==> src/rtl/sram_1p_rw_sched.sv <==
// Single-port RW SRAM scheduler: round-robin write/read arbitration, 1-entry response hold buffer.
// Optional post-reset zero-fill of the array is enabled by defining SRAM_1P_RW_SCHED_INIT_CLEAR_EN.
module sram_1p_rw_sched #(
  parameter int ADDR_W = 7,
  parameter int DEPTH  = 128,
  parameter int DATA_W = 76
) (
  input  logic              clock,
  input  logic              reset,
  input  logic              w_valid,
  output logic              w_ready,
  input  logic [ADDR_W-1:0] w_addr,
  input  logic [DATA_W-1:0] w_data,
  input  logic [DATA_W-1:0] w_mask,
  input  logic              r_valid,
  output logic              r_ready,
  input  logic [ADDR_W-1:0] r_addr,
  output logic              resp_valid,
  input  logic              resp_ready,
  output logic [DATA_W-1:0] resp_data,
  output logic              init_done,
  output logic              sram_en,
  output logic              sram_wmode,
  output logic [ADDR_W-1:0] sram_addr,
  output logic [DATA_W-1:0] sram_wmask,
  output logic [DATA_W-1:0] sram_wdata,
  input  logic [DATA_W-1:0] sram_rdata
);

  if (DEPTH != (1 << ADDR_W)) begin : g_depth_check
    $error("DEPTH must equal 2**ADDR_W");
  end

  logic              run;
  logic              init_done_nxt;
  logic              read_ok;
  logic              cand_w;
  logic              cand_r;
  logic              grant_w;
  logic              grant_r;
  logic              last_w;
  logic              inflight;
  logic              hold_valid;
  logic [DATA_W-1:0] hold_data;

`ifdef SRAM_1P_RW_SCHED_INIT_CLEAR_EN
  typedef enum logic {ST_INIT, ST_RUN} state_t;

  state_t            state;
  state_t            state_nxt;
  logic [ADDR_W-1:0] init_ptr;

  always_ff @(posedge clock or posedge reset) begin
    if (reset) begin
      state    <= ST_INIT;
      init_ptr <= '0;
    end else begin
      state <= state_nxt;
      if (state == ST_INIT) init_ptr <= init_ptr + ADDR_W'(1);
    end
  end

  always_comb begin
    state_nxt = state;
    if (state == ST_INIT && init_ptr == ADDR_W'(DEPTH - 1)) state_nxt = ST_RUN;
  end

  assign run           = (state == ST_RUN) && !reset;
  assign init_done_nxt = (state_nxt == ST_RUN);
`else
  assign run           = !reset;
  assign init_done_nxt = 1'b1;
`endif

  // A read may only issue if its response cannot collide with an unconsumed one.
  assign read_ok = !hold_valid && !(inflight && !resp_ready);
  assign cand_w  = run && w_valid;
  assign cand_r  = run && r_valid && read_ok;
  assign grant_w = cand_w && (!cand_r || !last_w);
  assign grant_r = cand_r && (!cand_w || last_w);
  assign w_ready = grant_w;
  assign r_ready = grant_r;

  always_comb begin
    sram_en    = 1'b0;
    sram_wmode = 1'b0;
    sram_addr  = '0;
    sram_wmask = '0;
    sram_wdata = '0;
`ifdef SRAM_1P_RW_SCHED_INIT_CLEAR_EN
    if (!reset && state == ST_INIT) begin
      sram_en    = 1'b1;
      sram_wmode = 1'b1;
      sram_addr  = init_ptr;
      sram_wmask = '1;
    end else
`endif
    if (grant_w) begin
      sram_en    = 1'b1;
      sram_wmode = 1'b1;
      sram_addr  = w_addr;
      sram_wmask = w_mask;
      sram_wdata = w_data;
    end else if (grant_r) begin
      sram_en   = 1'b1;
      sram_addr = r_addr;
    end
  end

  // Stage boundary: access issue -> macro output cycle / response hold.
  always_ff @(posedge clock or posedge reset) begin
    if (reset) begin
      last_w     <= 1'b0;
      inflight   <= 1'b0;
      hold_valid <= 1'b0;
      init_done  <= 1'b0;
    end else begin
      if (grant_w || grant_r) last_w <= grant_w;
      inflight  <= grant_r;
      init_done <= init_done_nxt;
      if (inflight && !resp_ready) hold_valid <= 1'b1;
      else if (resp_ready)         hold_valid <= 1'b0;
    end
  end

  always_ff @(posedge clock) begin
    if (inflight && !resp_ready) hold_data <= sram_rdata;
  end

  assign resp_valid = inflight || hold_valid;
  assign resp_data  = hold_valid ? hold_data : (inflight ? sram_rdata : '0);

endmodule

==> config.mk <==
export PLATFORM = sky130hd
export DESIGN_NAME = sram_1p_rw_sched
export DESIGN_NICKNAME = d
export VERILOG_FILES = /design/src/rtl/sram_1p_rw_sched.sv
export SDC_FILE = /design/constraint.sdc
export NUM_CORES = 1
export LEC_CHECK = 0
export CORE_AREA = 10 10 181 183
export DETAILED_ROUTE_END_ITERATION = 6
export DIE_AREA = 0 0 191 193
export GPL_ROUTABILITY_DRIVEN = 0
export MAX_ROUTING_LAYER = met4
export PLACE_DENSITY_LB_ADDON = 0.05
export SKIP_LAST_GASP = 1
export SYNTH_ARGS = -nofsm -noshare
export SYNTH_HDL_FRONTEND = slang
export SYNTH_SLANG_ARGS = --single-unit
==> constraint.sdc <==
create_clock -name clock -period 3.6 [get_ports clock]
set_clock_uncertainty 0.2 [all_clocks]
set_input_delay 0.36 -clock clock [delete_from_list [all_inputs] [get_ports clock]]
set_output_delay 0.36 -clock clock [all_outputs]
set_load 0.03 [all_outputs]
# Word level (Yosys, flattened, before mapping)
# Index checks and enable logic that the tools add are counted.
# W data, S select, Z words.
# word_totals
reg_bits	80
latchBits	0
mem_bits_rw	0
romBits	0
inputBits	247
output_inout_bits	241
elab_cells	35
n_memories	0
# classes
n_addsub	0
mul	0
div	0
order_cmp	0
n_eq_ne	0
shifts	0
mux	11
bitwise	0
n_reduce_logical	19
# op_table
operator	count
$mux W76	4
$mux W7	2
$logic_and A1 B1 Y1	7
$logic_not A1 Y1	7
$mux W1	5
$logic_or A1 B1 Y1	4
$reduce_bool A2 Y1	1

# Logic depth before layout (Yosys ltp)
# Gate-level depths: netlist (run 1).
# depth
word_depth	9
depth_mapped	6

# Worst setup path before layout (run 1)
# No wires, ideal clock.
# synth_path
path_kind	input to output
startpoint	input resp_ready
endpoint	output sram_addr[0]
t_arrival_ns	2.887
required_time_ns	3.040
path_slack_ns	0.153
stages	4
path_buffers	0
path_cell_list	nand2b_2 -> inv_1 -> a2111oi_4 -> a22o_1
# synth_between
word_cells_on_any_way	11
classes_between	2 x mux; 9 x reduce/logical
# synth_lines
element	line	rtl
from (decl)	19	input logic resp_ready,
$logic_not A1 Y1	76	assign read_ok = !hold_valid && !(inflight && !resp_ready);
$logic_and A1 B1 Y1	76	
$logic_not A1 Y1	76	
$logic_and A1 B1 Y1	76	
$logic_and A1 B1 Y1	78	assign cand_r = run && r_valid && read_ok;
$logic_and A1 B1 Y1	80	assign grant_r = cand_r && (!cand_w || last_w);
via r_ready	16	output logic r_ready,
$mux W7	104	end else if (grant_r) begin
$mux W7	98	if (grant_w) begin
to (decl)	24	output logic [ADDR_W-1:0] sram_addr,
# The timed path passes the listed nets, and every way through them passes these cells.

# Worst setup path in the final report (run 1)
# layout_path
startpoint	input reset
endpoint	output sram_wmask[38]
# layout_between
elab_chain_len	7
word_cells_on_any_way	8
classes_between	1 x mux; 7 x reduce/logical
# layout_rtl
element	line	rtl
from (decl)	9	input logic reset,
$logic_not A1 Y1 (no source line) *	--	
$logic_and A1 B1 Y1 (2 in series)	78	
$logic_not A1 Y1	79	assign grant_w = cand_w && (!cand_r || !last_w);
$logic_or A1 B1 Y1	79	
$logic_and A1 B1 Y1 *	79	
$mux W76 *	98	
to (decl)	25	output logic [DATA_W-1:0] sram_wmask,
# Every way passes the cells marked *; elsewhere a longest branch is shown, timed or not.

==> results of run 1 <==
==> cell type report <==
cell class	instances	area, µm²	share of cell area [%]
repair buffers	494	5300	51.3
flip-flops and latches	80	2380	23.1
multi-input cells	249	1810	17.6
well taps	390	488	4.73
clock buffers	11	243	2.35
clock inverters	5	63.8	0.618
diodes	7	17.5	0.170
inverters	3	12.5	0.121
==> flip-flops by register name (all words and copies together) (netlist names) <==
name	count
hold_data	76
hold_valid	1
inflight	1
init_done	1
last_w	1
==> power by group through the flow <==
stage          Clock (W)  Combinational, W  Sequential (W)
3_3_place_gp           0           0.00133         0.00109
3_5_place_dp           0           0.00133         0.00109
2_1_floorplan          0          0.000588         0.00109
6_report        0.000941           0.00131         0.00107
4_1_cts         0.000986           0.00134         0.00107
5_1_grt          0.00102           0.00139         0.00108
==> routing by layer <==
| layer | vias up | GRT usage [%] |
|---|---|---|
| met1 | 2284 | 16.1 |
| met4 | 0 | 2.82 |
| met5 | - | - |
| met3 | 7 | 10.3 |
| met2 | 231 | 26.7 |
| li1 | 2283 | - |
==> critical path, delay by kind of cell <==
kind	cells	cell delay (ns)
AO/OA/AOI/OAI	1	0.21
buffers and inverters	4	1.46
AND/OR/NAND/NOR	2	0.50
==> stage by stage <==
stage                     worst slack, ns  cell area [µm²]  std cells  hold WS, ns  total power, W
final                               0.399            10300       1239        0.181         0.00333
after global routing                0.286            10300       1239        0.179         0.00348
after CTS                           0.411            10300       1232        0.159         0.00340
after detailed placement            0.421            10000       1216        0.374         0.00242
after global placement              0.458            10000       1216        0.366         0.00242
after floorplan                     0.153             4430        367      -0.0797         0.00168
==> Yosys cell counts, types with 2 or more instances <==
master	count	area, µm²
nor2b_1	2	12.5
a22o_1	83	727
clkbuf_1	15	56.3
buf_2	8	40.0
edfxtp_1	76	2280
and2_1	152	951
buf_6	11	124
nand2b_1	2	12.5
inv_1	2	7.51
dfrtp_1	4	100
==> worst max-delay path by stage <==
stage / startpoint / endpoint / depth (start not counted) / slack (ns)
floorplan: resp_ready / sram_addr[0] / 4 / 0.15
global placement: reset / sram_wmask[54] / 6 / 0.46
detailed placement: reset / sram_wmask[38] / 7 / 0.42
CTS: reset / sram_wmask[38] / 7 / 0.41
global route: reset / sram_wmask[38] / 7 / 0.29
finish: reset / sram_wmask[38] / 7 / 0.40
==> logic make-up after synthesis <==
| group | after synthesis |
|---|---|
| other cells | 1 |
| buf+inv | 38 |
| compound gates | 88 |
| simple gates | 160 |
| flops | 80 |
==> results_dict.tcl, run 1 <==
set metrics [dict create \
    synthMuxAreaShare_pct 0 \
    drtAntennaViolNets 0 \
    pwr-share-seq_pct 32.3 \
    clock_latency_ns 0.34 \
    ff2ff_setup_slack_ns 1.56 \
    rsz0062_at_grt "false" \
    path_common_cell "buf_4" \
    drive_gt1_share_pct 14.0 \
    critical-path-slowest-cell "clkdlybuf4s50_1" \
    drtIter0Drc 148 \
    cts_setup_buffers 0 \
    clock-sinks 80 \
    tritoncts "done" \
    setup_viol 0 \
    async_reset_ff_share_pct 5.00 \
    final_common_cell "clkdlybuf4s50_1" \
    final-max-slew-violation-count 0 \
    status "complete, no violations" \
    ctsLongestPathBuffers 2 \
    cp.required_ns 3.04 \
    clk_pin_slew_ns 0.06 \
    m1WireLength_um 11200 \
    start_kind "input port" \
    grt_pass1_vias 5258 \
    wl_met3_um 4020 \
    synth-simple-area-share_pct 22.7 \
    worstPathCellList "clkdlybuf4s50_1 > nand2b_1 > a41oi_4 > buf_12 > buf_4 > and2_1 > buf_4" \
    antenna_found_initial 7 \
    wl_met2_um 15400 \
    wl_per_cell_um 24.8 \
    r2r_cells 3 \
    grt_pass1_wl_um 41200 \
    grt_max_degree 110 \
    cts-resized-gates 0 \
    numCtsBuffers 9 \
    portBuffers 487 \
    nets 1084 \
    track_usage_pct 16.2 \
    tightestPinTransition_ns 1.06 \
    p_sw_w 0.00105 \
    maxCapViolations 0 \
    vias_per_cell 3.88 \
    finalHoldViolCount 0 \
    setup_tns_ns 0 \
    p_per_area_nw_per_um2 323 \
    synthFlopType "edfxtp_1" \
    die_w_um 191 \
    synth_compound_area_share_pct 18.1 \
    die_area_um2 36900 \
    drc_errors 0 \
    synth_fa_ha_area_share_pct 0 \
    areaGrowthSynthToFinish_pct 133 \
    ys_types 22 \
    pwr-share-clk_pct 28.3 \
    crit_type "in -> out" \
    reg2reg_to "hold_data[64]" \
    synth-xor-area-share_pct 0 \
    route.top_layer_used "met4" \
    hp-class "in -> async" \
    synth-edff-count 76 \
    final_cell_mix "clkdlybuf4s50_1 (400), and2_1 (152), a22o_1 (83), edfxtp_1 (76)" \
    crit_fanout 109 \
    finalCriticalPeriod_ns 3.20 \
    ir_worst_vdd_mv 0.185 \
    post-route-util_pct 35.3 \
    fillers 2925 \
    htree_levels 3 \
    leakage_nw 3.82 \
    pwr-share-comb_pct 39.5 \
    rows 63 \
    start_util_pct 15.1 \
    syn_nets 614 \
    detailed_place_hpwl_um 25700 \
    fin_crit_sh_pct 88.9 \
    die_h_um 193 \
    critical-path-max-stage-delay_ns 0.53 \
    synth_top_family_by_area "simple AND/OR/NAND/NOR gates" \
    yosysWarnings 0 \
    yosysSeqAreaShare_pct 53.8 \
    syn_inst 367 \
    drt_wl_total_um 30700 \
    syn_area_um2 4430 \
    ctsHoldBuffers 0 \
    syn_avg_cell_area_um2 12.1 \
    root_buffer "clkbuf_16" \
    max_freq_ghz 0.312 \
    ys_ff_latch 80 \
    drt_pass1_iterations 4 \
    vias 4805 \
    sw_frac_of_total_pct 31.7 \
    slew_headroom_pct 29.3 \
    core_area_um2 29200 \
    arrival_ns 2.64 \
    worstSetupEndpointType "output port" \
    p_int_w 0.00227 \
    r2r-start "inflight" \
    io_pins 488 \
    overflow 0 \
]
Power figures use the tool's default switching activity.
==> inputs of run 2 (changes only) <==
--- a/config.mk
+++ b/config.mk
@@ -12,6 +12,7 @@
 export MAX_ROUTING_LAYER = met4
 export PLACE_DENSITY_LB_ADDON = 0.05
 export SKIP_LAST_GASP = 1
+export SLEW_MARGIN = 20
 export SYNTH_ARGS = -nofsm -noshare
 export SYNTH_HDL_FRONTEND = slang
 export SYNTH_SLANG_ARGS = --single-unit
==> run 2 against run 1 <==
  * Non-clock buffer count increased by 1
  * Flip-flop and latch count unchanged
  * Combinational power about the same
  * Setup slack about the same
  * Clock-buffer cell count unchanged
  * Hold slack got worse by 0.0018 ns
==> results_dict.tcl, run 2 (synthesized netlist as in run 1, its figures left out) <==
set metrics [dict create \
    status "complete, no violations" \
    clock-sinks 80 \
    final_common_cell "clkdlybuf4s50_1" \
    areaGrowthSynthToFinish_pct 134 \
    track_usage_pct 16.2 \
    pre_cts_slack_ns 0.421 \
    ctsLongestPathBuffers 2 \
    rows 63 \
    start_util_pct 15.1 \
    die_area_um2 36900 \
    slew_headroom_pct 42.3 \
    tritoncts "done" \
    root_buffer "clkbuf_16" \
    grt_max_degree 110 \
    final-max-slew-violation-count 0 \
    timing.final.ws_setup_ns 0.399 \
    cts_setup_buffers 0 \
    finalHoldViolCount 0 \
    r2r_cells 3 \
    start_kind "input port" \
    arrival_ns 2.64 \
    grt_pass1_vias 5258 \
    overflow 0 \
    vias_per_cell 3.90 \
    drtIter0Drc 141 \
    nets 1085 \
    die_w_um 191 \
    antenna_found_initial 7 \
    clk_pin_slew_ns 0.06 \
    worstSetupEndpointType "output port" \
    ir_worst_vdd_mv 0.187 \
    portBuffers 487 \
    clock_latency_ns 0.34 \
    cts-resized-gates 0 \
    seqCellArea_um2 2380 \
    core_area_um2 29200 \
    max_freq_ghz 0.312 \
    pwr-share-seq_pct 32.2 \
    largest_reg_flops 76 \
    tightestPinTransition_ns 0.865 \
    pwr-share-clk_pct 28.2 \
    setup_tns_ns 0 \
    dpl_cell_area_um2 10000 \
    final_cells 1242 \
    ctsHoldBuffers 0 \
    cp.required_ns 3.04 \
    p_per_area_nw_per_um2 322 \
    numCtsBuffers 9 \
    crit_type "in -> out" \
    grt_pass1_wl_um 41200 \
    drc_errors 0 \
    hp-class "in -> async" \
    crit_fanout 109 \
    p_sw_w 0.00105 \
    io_pins 488 \
    rsz0062_at_grt "false" \
    finalCriticalPeriod_ns 3.20 \
    wl_per_cell_um 24.7 \
    p_int_w 0.00228 \
    drt_pass1_iterations 4 \
    dp.cells 1216 \
    drt_wl_total_um 30700 \
    design_area_um2 10400 \
    timing.hold.ws_ns 0.179 \
    vias 4850 \
    htree_levels 3 \
    sw_frac_of_total_pct 31.6 \
    fin_crit_sh_pct 88.9 \
    detailed_place_hpwl_um 25700 \
    multi_input_area_um2 1810 \
    fillers 2922 \
    drive_gt1_share_pct 14.1 \
    maxCapViolations 0 \
    final_cell_mix "clkdlybuf4s50_1 (400), and2_1 (152), a22o_1 (83), edfxtp_1 (76)" \
    largest_register "hold_data" \
    drtAntennaViolNets 0 \
    setup_viol 0 \
    die_h_um 193 \
    leakage_nw 3.83 \
    pwr-share-comb_pct 39.6 \
]
run 2: cell count changes in the layout (fill, tap and decap cells not counted), sizes merged:
cell / before / now
diode: 7 / 9
buf: 94 / 95
run 2: layout make-up:
type / instances / area share, %
Clock buffer: 11 / 2.34
Clock inverter: 5 / 0.616
Sequential cell: 80 / 23.0
Tap cell: 390 / 4.71
Multi-Input combinational cell: 249 / 17.5
Antenna cell: 9 / 0.218
Inverter: 3 / 0.121
Timing Repair Buffer: 495 / 51.4
run 2: layer usage:
layer | part of all wire [%] | wire length [µm] | track usage, %
met5 | 0 | 0 | -
met4 | 0.53 | 163 | 2.82
met3 | 14 | 4160 | 10.3
met2 | 50 | 15400 | 26.7
met1 | 36 | 10900 | 16.1
run 2: power by group through the flow:
stage	Combinational, W	Sequential (W)	Clock, W
2_1_floorplan	0.000588	0.00109	0
3_3_place_gp	0.00133	0.00109	0
3_5_place_dp	0.00133	0.00109	0
4_1_cts	0.00134	0.00107	0.000986
5_1_grt	0.00139	0.00108	0.00102
6_report	0.00132	0.00107	0.000940
run 2: path summary, 6_finish.rpt:
check / start / end / slack [ns]
min in group clock: last_w / last_w / 0.37
max in group asynchronous: reset / hold_valid / 2.86
max reg2reg: hold_valid / hold_valid / 1.77
min reg2reg: last_w / last_w / 0.37
min: reset / inflight / 0.18
max: reset / sram_wmask[38] / 0.40
run 2: critical path: stages:
cell and delay (ns):
clkdlybuf4s50_1 0.53, nand2b_1 0.24, a41oi_4 0.21, buf_12 0.30, buf_4 0.44, and2_1 0.26
buf_4 0.19
run 2: per-stage QoR:
stage / power [W] / util [%]
3_5_place_dp: 0.00242 / 34.2
5_1_grt: 0.00348 / 35.4
3_3_place_gp: 0.00242 / 34.2
6_report: 0.00333 / 35.4
4_1_cts: 0.00340 / 35.2
2_1_floorplan: 0.00168 / -
